### src/rtl/bcd_scan_display.sv
// bcd_scan_display
//   Multiplexes a 4-digit packed-BCD value onto a common-anode 7-segment
//   display. A load strobe snapshots bcd into a shadow register so a digit
//   never shows half of an old value and half of a new one. Each digit owns
//   a slot of SCAN_DIV cycles. The first cycle of every slot is an all-off
//   guard cycle that suppresses ghosting between digits.
//
// Parameters
//   SCAN_DIV   clock cycles per digit slot (>= 2); slot cycle 0 is the guard
//
// Ports
//   clk         system clock, rising edge
//   reset_n     asynchronous reset, active-low
//   bcd         packed BCD {thousands, hundreds, tens, ones}
//   load        capture strobe: shadow <= bcd on a clk edge while high
//   blank_lz    blank leading zero digits (digit 0 is never blanked)
//   dp_mask     dp_mask[k] lights the decimal point of digit k
//   seg         segments {g,f,e,d,c,b,a}, active-high
//   dp          decimal point, active-high
//   an          digit enables, active-low, one-hot-low
//   frame_tick  one-cycle pulse at the start of digit 0's slot
//   err         sticky: last captured value held a nibble > 9
module bcd_scan_display #(
   parameter int SCAN_DIV = 4
) (
   input  logic        clk,
   input  logic        reset_n,
   input  logic [15:0] bcd,
   input  logic        load,
   input  logic        blank_lz,
   input  logic [3:0]  dp_mask,
   output logic [6:0]  seg,
   output logic        dp,
   output logic [3:0]  an,
   output logic        frame_tick,
   output logic        err
);

   localparam int CW = $clog2(SCAN_DIV);
   localparam logic [CW-1:0] CNT_LAST = CW'(SCAN_DIV - 1);

   logic [15:0]   shadow;
   logic [1:0]    idx;
   logic [CW-1:0] cnt;

   logic [3:0]    nib;
   logic          blank3, blank2, blank1, blanked;
   logic [6:0]    seg_n;
   logic          dp_n;
   logic [3:0]    an_n;
   logic          ft_n;
   logic          bcd_bad;

   function automatic logic [6:0] font(input logic [3:0] v);
      logic [6:0] s;
      case (v)
         4'd0:    s = 7'h3F;
         4'd1:    s = 7'h06;
         4'd2:    s = 7'h5B;
         4'd3:    s = 7'h4F;
         4'd4:    s = 7'h66;
         4'd5:    s = 7'h6D;
         4'd6:    s = 7'h7D;
         4'd7:    s = 7'h07;
         4'd8:    s = 7'h7F;
         4'd9:    s = 7'h6F;
         default: s = 7'h40;   // non-BCD nibble renders as a dash
      endcase
      return s;
   endfunction

   // Blanking cascades down from the thousands digit: a digit is only a
   // leading zero if every digit above it is also a leading zero.
   always_comb begin
      blank3 = blank_lz && (shadow[15:12] == 4'd0);
      blank2 = blank3   && (shadow[11:8]  == 4'd0);
      blank1 = blank2   && (shadow[7:4]   == 4'd0);
      case (idx)
         2'd3:    blanked = blank3;
         2'd2:    blanked = blank2;
         2'd1:    blanked = blank1;
         default: blanked = 1'b0;
      endcase
   end

   always_comb begin
      nib   = 4'(shadow >> {idx, 2'b00});
      seg_n = '0;
      dp_n  = 1'b0;
      an_n  = '1;
      ft_n  = (idx == 2'd0) && (cnt == '0);
      if ((cnt != '0) && !blanked) begin
         seg_n = font(nib);
         dp_n  = dp_mask[idx];
         an_n  = ~(4'b0001 << idx);
      end
   end

   always_comb begin
      bcd_bad = (bcd[3:0]   > 4'd9) || (bcd[7:4]   > 4'd9) ||
                (bcd[11:8]  > 4'd9) || (bcd[15:12] > 4'd9);
   end

   // Scan counters, shadow capture and the registered display outputs.
   // The outputs reflect the scan position one cycle earlier.
   always_ff @(posedge clk or negedge reset_n) begin
      if (!reset_n) begin
         shadow     <= '0;
         idx        <= '0;
         cnt        <= '0;
         seg        <= '0;
         dp         <= 1'b0;
         an         <= '1;
         frame_tick <= 1'b0;
         err        <= 1'b0;
      end else begin
         if (cnt == CNT_LAST) begin
            cnt <= '0;
            idx <= idx + 2'd1;
         end else begin
            cnt <= cnt + 1'b1;
         end
         if (load) begin
            shadow <= bcd;
            err    <= bcd_bad;
         end
         seg        <= seg_n;
         dp         <= dp_n;
         an         <= an_n;
         frame_tick <= ft_n;
      end
   end

endmodule

### config.mk
export PLATFORM = sky130hd
export DESIGN_NAME = bcd_scan_display
export DESIGN_NICKNAME = d
export VERILOG_FILES = /design/src/rtl/bcd_scan_display.sv
export SDC_FILE = /design/constraint.sdc
export NUM_CORES = 1
export LEC_CHECK = 0
export CORE_MARGIN = 2
export CORE_UTILIZATION = 44
export CTS_CLUSTER_SIZE = 40
export DETAILED_ROUTE_END_ITERATION = 6
export PLACE_DENSITY = 0.78
export SLEW_MARGIN = 20
export SYNTH_ARGS = -nofsm -noshare
export SYNTH_HDL_FRONTEND = slang
export SYNTH_SLANG_ARGS = --single-unit
### constraint.sdc
create_clock -name clk -period 1.8 [get_ports clk]
set_clock_uncertainty 0.1 [all_clocks]
set_input_delay 0.27 -clock clk [delete_from_list [all_inputs] [get_ports clk]]
set_output_delay 0.27 -clock clk [all_outputs]
set_load 0.02 [all_outputs]
==> out/qor.yml, run 1 <==
outcome: "finished, violations left"
violations: "negative setup slack"
crit_path_top_delay_cell: "mux4_2"
cts.clk_slew.worst_paths_ns: 0.06
avgSynthCellArea_um2: 13.1
synth_nets: 162
grt_pass1_wl_mm: 5.49
synth-edff-count: 0
synthArstFlopShare_pct: 100
crit_cells: 6
slowest_delay_ns: 0.59
holdBufCountCts: 0
drv_cap: 0
viasPerCell: 5.12
drc: 0
p_sw_mw: 0.395
fin_cells: 232
regToRegSetupSlack_ns: -0.02
vias: 1188
post-place-ws_ns: -0.0616
antennaDiodeCount: 0
grt_max_degree: 35
synthCells: 125
use_met2_pct: 29.6
achievable-frequency_ghz: 0.550
worst-setup-path-type: "reg -> reg"
wl_per_cell_um: 14.4
ctsHtreeMaxLevel: 2
cp.arrival_ns: 1.89
path_buf_inv: 2
ir_drop_v: 0.000381
ios: 38
power_mw: 1.64
cts-root-buf: "clkbuf_8"
place_inst: 222
antenna_found_initial: 0
critPathCapture: "seg[2]"
nFillCells: 275
setup.worst_path.end_class: "flop"
rows: 22
worst_slew_pin_slew_ns: 0.410
hold_viol: 0
finalMaxSlewViolations: 0
grt.total_usage_pct: 17.5
leakage_nw: 1.01
synth_cell_types: 28
gp_congestion: 0.917
drive_gt1_share_pct: 32.6
p_clk_share_pct: 31.8
critPathMaxFanout: 6
timing.setup.tns_ns: -0.0236
worst-r2r-cell-count: 6
port_buffers: 37
timing.final.ws_setup_ns: -0.0179
seqPwrFrac_pct: 51.3
synth-seq-area-share_pct: 52.4
placed_area_mm2: 0.00217
rsz0062_at_grt: "true"
die_area_mm2: 0.00422
drtPass1Iterations: 4
period_minus_slack_ns: 1.82
worstReg2RegEnd: "seg[2]"
setup_viol: 2
numCtsBuffers: 5
met3_usage_pct: 5.56
insertion_delay_ns: 0.28
clock-sinks: 34
crit_top_cell: "buf_4"
drt-initial-drc-count: 45
crit_family: "multiplexers"
top_usage_layer: "met2"
powerDensity_mw_per_mm2: 708
pwr-share-comb_pct: 16.9
ys_warn_count: 0
die_x_um: 64.9
synthFlopType: "dfrtp_1"
core_area_mm2: 0.00361
fin_crit_sh_pct: 101
whs_ns: 0.297
clk_path_buf_depth: 2
grt_util_met1_pct: 20.8
grt_pass1_vias: 1251
hold_path.class: "in -> async"
startpoint: "idx[0]"
hpwlAfterDp_mm: 2.45
intPower_mw: 1.24
fin_area_mm2: 0.00231
grt_remaining_overflow: 0
p_sw_share_pct: 24.1
slew-limit-headroom_pct: 72.7
area_growth_pct: 41.4
crit_chain: "buf_4, mux4_2, buf_4, nor2_1, nand2_1, o211a_1"
ant_nets: 0
fin_util_pct: 64.1
cp-start-kind: "flop"
fin_nets: 220
dieHeight_um: 64.9
drt_wl_total_mm: 3.34
start_util_pct: 45.3
syn_area_mm2: 0.00163
reg2reg_from: "idx[0]"
cp.required_ns: 1.87
cts_tree: "done"
ys_ff_latch: 34
-- area by class of cell --
cell class | count | area, um2 | area share (%)
Timing Repair Buffer | 54 | 514 | 22.3
Inverter | 10 | 38.8 | 1.68
Clock buffer | 8 | 80.1 | 3.47
Multi-Input combinational cell | 78 | 761 | 32.9
Tap cell | 48 | 60.1 | 2.60
Sequential cell | 34 | 857 | 37.1
-- timing repair --
item,CTS,global route
hold endpoints to repair,0,0
setup buffers,0,2
setup endpoints to repair,8,7
gates cloned,0,0
resized for setup,3,9
pin swaps,0,2
-- logic make-up after synthesis --
group,Yosys count,synth area share (%)
mux,21,18.4
simple gates,22,6.43
buf+inv,13,3.60
xor+xnor,1,0.536
compound gates,21,8.73
flops,34,52.4
fa+ha+maj,13,9.95
-- placed cells by master (no fill, tap or decap), drive strengths merged, types with 2 or more instances in the layout --
master | synthesis | layout
o21ai | 6 | 6
a21oi | 5 | 5
o32ai | 3 | 3
clkdlybuf4s50 | 0 | 37
nand2 | 7 | 7
o211ai | 2 | 2
clkbuf | 1 | 8
dfstp | 4 | 4
nor4 | 3 | 3
dfrtp | 30 | 30
mux2 | 16 | 16
and2 | 3 | 3
nor2 | 7 | 7
mux4 | 5 | 5
inv | 9 | 9
ha | 13 | 13
buf | 2 | 17
-- flip-flops by register name, summed over array words and instances (netlist names) --
signal	count
dp	1
err	1
shadow	16
frame_tick	1
idx	2
an	4
seg	7
cnt	2
-- layer usage --
| layer | wire length, um | up-vias | part of all wire [%] |
|---|---|---|---|
| met3 | 145 | 8 | 4.3 |
| met1 | 1360 | 587 | 41 |
| met4 | 80 | 0 | 2.4 |
| li1 | - | 560 | - |
| met5 | 0 | - | 0 |
| met2 | 1750 | 33 | 52 |
-- power by group through the flow --
stage               sequential [mW]  combinational (mW)  clock, mW
floorplan                     0.839               0.129          0
global placement              0.848               0.235          0
detailed placement            0.850               0.245          0
CTS                           0.836               0.249      0.528
global route                  0.842               0.304      0.579
finish                        0.839               0.276      0.521
-- Yosys cell counts (all sizes together) (3+ instances only) --
| cell type | number | share of area, % |
|---|---|---|
| dfrtp | 30 | 46 |
| mux2 | 16 | 11 |
| ha | 13 | 10 |
| inv | 9 | 2.1 |
| nand2 | 7 | 1.6 |
| nor2 | 7 | 1.6 |
| o21ai | 6 | 1.8 |
| a21oi | 5 | 1.5 |
| mux4 | 5 | 7.4 |
| dfstp | 4 | 6.4 |
| and2 | 3 | 1.1 |
| nor4 | 3 | 1.1 |
| o32ai | 3 | 1.6 |
-- worst min path at each step --
stage	to	slack, ns	from
after floorplan	cnt[0]	-0.13	reset_n
after global placement	cnt[0]	0.34	cnt[0]
after CTS	shadow[2]	0.31	reset_n
final	shadow[4]	0.30	reset_n
after detailed placement	cnt[0]	0.37	cnt[0]
after global routing	shadow[8]	0.34	reset_n
Note: power is estimated with default switching activity, not from simulation.
==> run 2: changes to the inputs <==
--- a/config.mk
+++ b/config.mk
@@ -6,10 +6,11 @@
 export NUM_CORES = 1
 export LEC_CHECK = 0
 export CORE_MARGIN = 2
-export CORE_UTILIZATION = 44
+export CORE_UTILIZATION = 46
+export CTS_BUF_LIST = sky130_fd_sc_hd__clkbuf_8
 export CTS_CLUSTER_SIZE = 40
 export DETAILED_ROUTE_END_ITERATION = 6
-export PLACE_DENSITY = 0.78
+export PLACE_DENSITY = 0.8
 export SLEW_MARGIN = 20
 export SYNTH_ARGS = -nofsm -noshare
 export SYNTH_HDL_FRONTEND = slang
==> run 2 against run 1 <==
The flow still finishes with violations (negative setup slack). Cell count decreased by 0.43%. Flip-flop and latch count unchanged. Combinational power increased by 12%. Wire length increased by 5.4%. Cell area grew 3.1%. First-iteration DRC count decreased by 4.4%. Highest routed layer unchanged. Critical endpoint is now seg[5]. Power grew 5.9%. Non-clock buffer count grew 1. Worst setup slack got worse by 0.089 ns. Die area is 4.1% lower. Clock power grew 12%. Register-to-register slack worse by 0.09 ns.
==> out/qor.yml, run 2 (synthesized netlist as in run 1, its figures left out) <==
drv_cap: 0
wl_per_cell_um: 15.2
core_area_mm2: 0.00336
largest_register_ffs: 16
start_util_pct: 48.6
gp_congestion: 0.806
die_x_um: 63.6
leakage_nw: 1.04
insertion_delay_ns: 0.29
cts.clk_slew.worst_paths_ns: 0.07
largest_register: "shadow"
worst_slew_pin_slew_ns: 0.412
timing.final.ws_setup_ns: -0.107
layout.cells.most_common: "clkdlybuf4s50_1"
violations: "negative setup slack"
hold_viol: 0
layout_common_cells: "clkdlybuf4s50_1 (37), dfrtp_1 (29), mux2_2 (16), buf_4 (16), ha_1 (12)"
critPathMaxFanout: 6
finalMaxSlewViolations: 0
drt_wl_total_mm: 3.52
grt.total_usage_pct: 18.4
nFillCells: 238
dieHeight_um: 63.6
fin_nets: 221
slew-limit-headroom_pct: 72.5
setup_viol: 3
fin_area_mm2: 0.00238
drc: 0
clk_path_buf_depth: 2
fin_cells: 231
regToRegSetupSlack_ns: -0.11
ios: 38
power_mw: 1.73
hold_path.class: "in -> async"
reg_top3: "shadow: 16 flops, seg: 7 flops, an: 4 flops"
antenna_found_initial: 0
p_sw_mw: 0.442
cp-start-kind: "flop"
grt_remaining_overflow: 0
worstReg2RegEnd: "seg[5]"
cts_tree: "done"
ant_nets: 0
intPower_mw: 1.29
outcome: "finished, violations left"
clock-sinks: 34
holdBufCountCts: 0
die_area_mm2: 0.00404
drive_gt1_share_pct: 37.3
area_growth_pct: 45.9
grt_pass1_wl_mm: 5.66
powerDensity_mw_per_mm2: 727
vias: 1212
antennaDiodeCount: 0
pwr-share-comb_pct: 17.9
placed_area_mm2: 0.00215
reg2reg_from: "idx[0]"
post-place-ws_ns: -0.0958
viasPerCell: 5.25
achievable-frequency_ghz: 0.524
ir_drop_v: 0.000651
rows: 21
grt_pass1_vias: 1253
port_buffers: 37
timing.setup.tns_ns: -0.222
drtPass1Iterations: 4
whs_ns: 0.285
p_sw_share_pct: 25.5
numCtsBuffers: 5
hpwlAfterDp_mm: 2.48
rsz0062_at_grt: "true"
cts-root-buf: "clkbuf_8"
p_clk_share_pct: 33.6
fin_crit_sh_pct: 106
setup.worst_path.end_class: "flop"
period_minus_slack_ns: 1.91
fin_util_pct: 70.9
worst-setup-path-type: "reg -> reg"
cp.arrival_ns: 1.99
grt_max_degree: 35
worst-r2r-cell-count: 6
place_inst: 218
seqPwrFrac_pct: 48.5
cp.required_ns: 1.88
ctsHtreeMaxLevel: 2
drt-initial-drc-count: 43
-- run 2: cell types whose count changed in the layout (fill, tap and decap cells not counted), sizes merged --
cell      change
clkbuf        -2
clkinv        +1
buf           +1
clkinvlp      +1
-- run 2: cell type report --
type / instances / area, um2 / area share, %
flip-flops and latches: 34 / 857 / 36.0
multi-input cells: 78 / 811 / 34.0
repair buffers: 55 / 522 / 21.9
clock buffers: 6 / 82.6 / 3.46
well taps: 46 / 57.6 / 2.41
inverters: 10 / 41.3 / 1.73
clock inverters: 2 / 12.5 / 0.525
-- run 2: how the worst max path moves through the flow --
| stage | startpoint | to | slack, ns | depth (start not counted) |
|---|---|---|---|---|
| 2_1_floorplan | idx[0] | seg[1] | 0.006 | 7 |
| 3_3_place_gp | idx[0] | seg[1] | 0.01 | 6 |
| 3_5_place_dp | idx[0] | seg[5] | -0.1 | 5 |
| 4_1_cts | idx[0] | seg[0] | 0.0002 | 5 |
| 5_1_grt | idx[0] | seg[3] | -0.16 | 6 |
| 6_report | idx[0] | seg[5] | -0.11 | 6 |
-- run 2: power groups by stage --
stage / Combinational (mW) / Clock (mW) / Sequential [mW]
floorplan: 0.129 / 0 / 0.839
CTS: 0.269 / 0.591 / 0.835
detailed placement: 0.245 / 0 / 0.849
global placement: 0.234 / 0 / 0.848
finish: 0.310 / 0.583 / 0.840
global route: 0.335 / 0.625 / 0.844
-- run 2: critical path, cell delays in order (launching register included) --
cell      delay [ns]
dfrtp_2         0.43
buf_6           0.13
mux4_2          0.54
a21oi_2         0.19
o211ai_1        0.12
buf_4           0.17
o32ai_2         0.12
-- run 2: timing repair --
action	CTS	global route
setup buffers	3	2
pin swaps	3	7
gates resized for setup	4	15
endpoints found under the setup margin	7	12
-- run 2: layer usage --
metal	GRT usage, %	vias to the layer above	share of wire (%)
met4	10.1	0	2.8
li1	-	564	-
met3	4.46	9	4.1
met5	0	-	0
met1	20.4	603	40
met2	32.2	36	53
